===== src/rtl/plic_pkg.sv =====
// Shared PLIC types and sizes: source count, ID width and gateway cell enums.
package plic_pkg;

    localparam int unsigned NUM_SOURCES     = 6;
    localparam int unsigned SOURCE_ID_WIDTH = $clog2(NUM_SOURCES + 1);

    typedef enum logic [1:0] {
        GW_IDLE,
        GW_REQ,
        GW_INFLIGHT
    } gw_state_e;

    typedef enum logic {
        GW_LEVEL = 1'b0,
        GW_EDGE  = 1'b1
    } gw_mode_e;

endpackage


===== src/rtl/plic_gateway_cell.sv =====
// One interrupt source gateway: request FSM, saturating edge counter, overflow flag.
// PLIC_GATEWAY_SYNC_EN adds a 2-flop input synchronizer ahead of the edge/level logic.
module plic_gateway_cell
    import plic_pkg::*;
#(
    parameter int unsigned EDGE_CNT_W = 2
) (
    input  logic i_clk,
    input  logic i_reset,
    input  logic i_src,
    input  logic i_edge_mode,
    input  logic i_claim,
    input  logic i_complete,
    output logic o_ip,
    output logic o_inflight,
    output logic o_overflow
);

    localparam logic [EDGE_CNT_W-1:0] CntMax = '1;
    localparam logic [EDGE_CNT_W-1:0] CntOne = EDGE_CNT_W'(1);

    gw_state_e             r_state, w_state_next;
    logic [EDGE_CNT_W-1:0] r_cnt, w_cnt_next;
    logic                  r_prev;
    logic                  r_ovf, w_ovf_next;
    logic                  w_src;
    gw_mode_e              w_mode;
    logic                  w_rise;
    logic                  w_claim_ok;
    logic                  w_complete_ok;
    logic                  w_req_avail;

`ifdef PLIC_GATEWAY_SYNC_EN
    logic r_sync1, r_sync2;

    always_ff @(posedge i_clk) begin
        if (i_reset) begin
            r_sync1 <= 1'b0;
            r_sync2 <= 1'b0;
        end else begin
            r_sync1 <= i_src;
            r_sync2 <= r_sync1;
        end
    end

    assign w_src = r_sync2;
`else
    assign w_src = i_src;
`endif

    assign w_mode        = gw_mode_e'(i_edge_mode);
    assign w_rise        = w_src & ~r_prev;
    // Claims/completes only count when legal for the current state.
    assign w_claim_ok    = i_claim && (r_state == GW_REQ);
    assign w_complete_ok = i_complete && (r_state == GW_INFLIGHT);
    assign w_req_avail   = (w_mode == GW_EDGE) ? ((r_cnt != '0) || w_rise) : w_src;

    always_comb begin
        w_state_next = r_state;
        case (r_state)
            GW_IDLE:     if (w_req_avail) w_state_next = GW_REQ;
            GW_REQ:      if (w_claim_ok) w_state_next = GW_INFLIGHT;
            GW_INFLIGHT: if (w_complete_ok) w_state_next = GW_IDLE;
            default:     w_state_next = GW_IDLE;
        endcase
    end

    // Edge and claim together leave the count unchanged, even at saturation.
    always_comb begin
        w_cnt_next = r_cnt;
        w_ovf_next = r_ovf;
        if (w_mode == GW_LEVEL) begin
            w_cnt_next = '0;
        end else if (w_rise && !w_claim_ok) begin
            if (r_cnt == CntMax) begin
                w_ovf_next = 1'b1;
            end else begin
                w_cnt_next = r_cnt + CntOne;
            end
        end else if (!w_rise && w_claim_ok && (r_cnt != '0)) begin
            w_cnt_next = r_cnt - CntOne;
        end
    end

    always_ff @(posedge i_clk) begin
        if (i_reset) begin
            r_state <= GW_IDLE;
            r_cnt   <= '0;
            r_prev  <= 1'b0;
            r_ovf   <= 1'b0;
        end else begin
            r_state <= w_state_next;
            r_cnt   <= w_cnt_next;
            r_prev  <= w_src;
            r_ovf   <= w_ovf_next;
        end
    end

    assign o_ip       = (r_state == GW_REQ);
    assign o_inflight = (r_state == GW_INFLIGHT);
    assign o_overflow = r_ovf;

endmodule


===== src/rtl/plic_gateway.sv =====
// PLIC gateway array: one cell per source 1..NUM_SOURCES plus claim/complete ID decode.
// Optional input synchronizers are enabled with PLIC_GATEWAY_SYNC_EN.
module plic_gateway
    import plic_pkg::*;
#(
    parameter int unsigned NUM_SOURCES = plic_pkg::NUM_SOURCES,
    parameter int unsigned EDGE_CNT_W  = 2
) (
    input  logic                       clk,
    input  logic                       reset,
    input  logic [NUM_SOURCES:0]       src_i,
    input  logic [NUM_SOURCES:0]       edge_mode_i,
    input  logic                       claim_valid_i,
    input  logic [SOURCE_ID_WIDTH-1:0] claim_id_i,
    input  logic                       complete_valid_i,
    input  logic [SOURCE_ID_WIDTH-1:0] complete_id_i,
    output logic [NUM_SOURCES:0]       ip_o,
    output logic [NUM_SOURCES:0]       inflight_o,
    output logic [NUM_SOURCES:0]       overflow_o
);

    // ID 0 is reserved: its input bits are intentionally unused.
    logic w_unused_id0;
    assign w_unused_id0 = src_i[0] ^ edge_mode_i[0];

    assign ip_o[0]       = 1'b0;
    assign inflight_o[0] = 1'b0;
    assign overflow_o[0] = 1'b0;

    for (genvar k = 1; k <= int'(NUM_SOURCES); k++) begin : g_cell
        logic w_claim;
        logic w_complete;

        // Out-of-range IDs never match any cell and are dropped here.
        assign w_claim    = claim_valid_i && (claim_id_i == SOURCE_ID_WIDTH'(k));
        assign w_complete = complete_valid_i && (complete_id_i == SOURCE_ID_WIDTH'(k));

        plic_gateway_cell #(
            .EDGE_CNT_W(EDGE_CNT_W)
        ) u_cell (
            .i_clk      (clk),
            .i_reset    (reset),
            .i_src      (src_i[k]),
            .i_edge_mode(edge_mode_i[k]),
            .i_claim    (w_claim),
            .i_complete (w_complete),
            .o_ip       (ip_o[k]),
            .o_inflight (inflight_o[k]),
            .o_overflow (overflow_o[k])
        );
    end

endmodule


===== config.mk =====
export PLATFORM = sky130hd
export DESIGN_NAME = plic_gateway
export DESIGN_NICKNAME = d
export VERILOG_FILES = /design/src/rtl/plic_pkg.sv /design/src/rtl/plic_gateway_cell.sv /design/src/rtl/plic_gateway.sv
export SDC_FILE = /design/constraint.sdc
export NUM_CORES = 1
export LEC_CHECK = 0
export ABC_AREA = 1
export CORE_AREA = 2 2 54 82
export CTS_BUF_LIST = sky130_fd_sc_hd__clkbuf_4 sky130_fd_sc_hd__clkbuf_8
export DETAILED_ROUTE_END_ITERATION = 6
export DIE_AREA = 0 0 56 84
export MAX_ROUTING_LAYER = met4
export PLACE_DENSITY_LB_ADDON = 0.08
export SLEW_MARGIN = 20
export SYNTH_ARGS = -nofsm -noshare
export SYNTH_HDL_FRONTEND = slang
export SYNTH_SLANG_ARGS = --single-unit
export TNS_END_PERCENT = 50

===== constraint.sdc =====
create_clock -name clk -period 3.03 [get_ports clk]
set_input_delay 0.303 -clock clk [delete_from_list [all_inputs] [get_ports clk]]
set_output_delay 0.303 -clock clk [all_outputs]
set_load 0.02 [all_outputs]

==> PnR_summary.wiki <==
{| class="wikitable"
! Metric !! Value
|-
| Relative contribution of combinational cells to total power || 0.194
|-
| Path type of the worst min-delay path || register to register
|-
| Clock Skews || between 2 and 3 ps
|-
| Number of global-route vias before repair || ~1,800
|-
| Router iterations before antenna repair || 4
|-
| Synthesized flop and latch total || 36
|-
| Number of sinks handled by clock tree synthesis || 36
|-
| Vias after detailed routing || roughly 2,000
|-
| Proportion of synthesized area in mux cells || 0
|-
| Remaining DRCs || 0
|-
| Die outline width || 56 µm
|-
| Outcome || finished clean
|-
| Sort of element at the end of the critical path || output port
|-
| Top cells by area in the synthesized netlist || dfxtp_1 (34%), nand2_1 (13%), inv_1 (10%), nor2_1 (10%), buf_4 (7.4%)
|-
| Adder-Cell Fraction of Synth Area || 0
|-
| Inserted Clock Buffers || 5
|-
| Storage element area || around 700 µm²
|-
| Inst Count DP || about 400
|-
| Arrival time at the worst endpoint || between 1500 and 2000 ps
|-
| Core region area || ~4100 µm²
|-
| Share of the clock period used by the worst path || 0.623
|-
| Portion of total power attributed to sequential cells || 0.489
|-
| Vias/cell || between 4 and 5
|-
| Cell area after synthesis || 2120 µm²
|-
| Switching part of the total || 0.282
|-
| Leak Pwr || around 1.2 nW
|-
| Core utilization of the finished layout || 0.614
|-
| Fraction of post-synthesis cell area in the top cell type by area || 0.340
|-
| Final cell count without fillers || just over 400
|-
| Detailed-placement wirelength estimate || approximately 3500 µm
|-
| Starting density of the core || 0.521
|-
| Final cell area excluding filler cells || between 2000 and 2500 µm²
|-
| Buffer cell driving the clock tree root || clkbuf_8
|-
| Power density cells || around 410 nW/µm²
|-
| Antenna violations before repair || 0
|-
| Seq/Total Area, Yosys || 0.340
|-
| I/O Buffers || 39
|-
| Die area || roughly 4700 µm²
|-
| Max Fclk || 529 MHz
|-
| Largest driver fanout on the critical path || 4
|-
| Clock latency on the worst-skew pair || about 280 ps
|-
| Total I/O pin count || 45
|-
| Depth of the worst hold-timing path || 2
|-
| Overall fraction of global-route tracks in use || 0.204
|-
| Hold buffer count at cts || 0
|-
| Register-to-register setup slack || between 1500 and 2000 ps
|-
| PnR worst setup slack || roughly 1100 ps
|-
| Min-Delay Endpoint || g_cell[6].u_cell.o_overflow$_SDFFE_PP0P_
|-
| Multi-input gate area in the final layout || between 1000 and 1500 µm²
|-
| Hold path startpoint || g_cell[6].u_cell.o_overflow$_SDFFE_PP0P_
|-
| Cell internal pwr || around 0.74 mW
|-
| Clock Path Buffers || 2
|-
| Sum of negative setup slack || 0 ps
|-
| Number of cells traversed by the worst register-to-register path || 7
|-
| Final setup viols || 0
|-
| CP top delay family || buffers and inverters
|-
| Drt first-iter violations || 69
|-
| Number of antenna-violating nets in the routed design || 0
|-
| Reg-to-Reg End || g_cell[1].u_cell.r_cnt[0]$_SDFFE_PP0P_
|-
| Power dissipated by switching net loads || around 0.29 mW
|-
| Clock power frac || 0.317
|-
| Critical Path RT || about 2700 ps
|-
| Wire length of the first global-routing pass || ~7500 µm
|-
| Worst IR Drop VDD || 0.370 mV
|-
| Syn. warnings || 0
|-
| TritonCTS clock tree || yes
|-
| Fillers || between 400 and 500
|-
| Number of gates resized after cts || 0
|-
| Ratio of cells with drive above 1 in the final layout || 0.0712
|-
| Antenna diodes || 0
|-
| Startpoint of the worst-slack reg-to-reg timing path || g_cell[1].u_cell.r_state[0]$_SDFFE_PP0P_
|-
| Hold Slack || between 400 and 500 ps
|-
| MaxCap Viol Count || 0
|-
| Die Span Y || ~84 µm
|-
| Final routed wirelength across all metal layers || between 4000 and 5000 µm
|-
| XOR/XNOR share of the synthesized area || 0
|-
| Number of buffers inserted to repair setup after CTS || 0
|-
| Number of distinct standard cells referenced by the synthesized netlist || 25
|-
| Area added between synthesis and finish || 17.7%
|-
| Number of instances in the synthesized netlist || 339
|-
| Commonest non-fill, non-tap cell in the layout || nand2_1
|-
| Final net count || 389
|-
| Setup Crit Path Kind || register to output port
|-
| Crit path buffers/inverters || 2
|-
| H-tree lvl count || 2
|-
| Largest stage delay on the critical path || between 600 and 700 ps
|-
| Cell area after placement || 2410 µm²
|-
| Number of rows in the core area || 29
|-
| Critical Path, Cell by Cell || inv_1, nor2_1, clkdlybuf4s50_1
|-
| Largest net degree at the start of global routing || 12
|-
| Overall power || just over 1 mW
|-
| Post-Place Setup Slack || 1300 ps
|-
| Cell accounting for the most synthesized area || dfxtp_1
|-
| Unrepaired setup endpoints after global routing || no
|-
| Critical Path Start Type || register
|-
| Commonest non-fill, non-tap cells in the layout || nand2_1 (76), inv_1 (57), nor2_1 (57)
|-
| Worst-path cell with the longest stage delay || clkdlybuf4s50_1
|-
| Final-report max-slew violation count || 0
|-
| GRT overflow || 0
|-
| Simple logic cell fraction of the synthesized area || 0.379
|-
| Weighted congestion at the end of routability-driven global placement || ~0.82
|-
| Reg clk slew, reported paths || 70 ps
|-
| Crit path time final || 1890 ps
|-
| Final hold vios || 0
|-
| Average instance area after synthesis || around 6.2 µm²
|-
| Wire length per cell || 10.4 µm
|-
| Share of the synthesized area in compound gates (AO/OA/AOI/OAI) || 0.0892
|-
| Largest family of logic cells by synthesized area || simple AND/OR/NAND/NOR gates
|}
[worst register-to-register path: stages, from the launching register on]
cell,delay [ps]
dfxtp_1,350
inv_1,50
nor2_1,240
nand3_2,160
nand3_1,130
nand3_1,80
nand2_1,60
nor2_1,30
[synth_stat cells (all sizes together)]
cell type / instances
nand2: 77
nor2: 64
inv: 59
dfxtp: 36
nand3: 26
buf: 22
a21oi: 18
o21ai: 12
nor3: 10
nand4: 6
a31oi: 2
clkbuf: 2
a21boi: 1
clkinv: 1
conb: 1
o211ai: 1
o31ai: 1
[sequential cells by signal, indices dropped and copies added (netlist names)]
| name | cells |
|---|---|
| g_cell.u_cell.r_state | 12 |
| g_cell.u_cell.r_cnt | 12 |
| g_cell.u_cell.o_overflow | 6 |
| g_cell.u_cell.r_prev | 6 |
[power by group through the flow]
stage          registers, mW  logic [mW]  clock network (mW)
2_1_floorplan          0.513       0.143                   0
3_3_place_gp           0.516       0.199                   0
3_5_place_dp           0.516       0.201                   0
4_1_cts                0.505       0.202               0.337
5_1_grt                0.508       0.227               0.354
6_report               0.505       0.201               0.327
[worst max path at each step]
stage / end / from / cells past startpoint
2_1_floorplan: ip_o[3] / g_cell[3].u_cell.r_state[0]$_SDFFE_PP0P_ / 3
4_1_cts: ip_o[3] / g_cell[3].u_cell.r_state[0]$_SDFFE_PP0P_ / 3
3_3_place_gp: g_cell[4].u_cell.r_cnt[1]$_SDFFE_PP0P_ / reset / 5
5_1_grt: ip_o[3] / g_cell[3].u_cell.r_state[0]$_SDFFE_PP0P_ / 3
6_report: ip_o[3] / g_cell[3].u_cell.r_state[0]$_SDFFE_PP0P_ / 3
3_5_place_dp: g_cell[4].u_cell.r_cnt[1]$_SDFFE_PP0P_ / reset / 5
[metal layers]
metal	up-vias	share of wire	GRT usage
met3	5	0.033	0.0403
met2	31	0.56	0.378
met4	0	0.016	0.0758
li1	1082	-	-
met1	882	0.39	0.208
met5	-	0	-
[kinds of logic (layout without fill, tap and decap cells)]
logic type,count (synthesis),count (layout)
simple gates,183,183
other cells,1,3
buf+inv,84,108
compound gates,35,35
flops,36,36
[layout make-up]
type	instances	area share
multi-input combinational	221	0.402
inverter	60	0.0903
tap	46	0.0231
sequential	36	0.289
timing repair buffer	41	0.163
clock buffer	6	0.0306
clock inverter	1	0.00201
No activity file was read; power rests on OpenSTA's default activity.
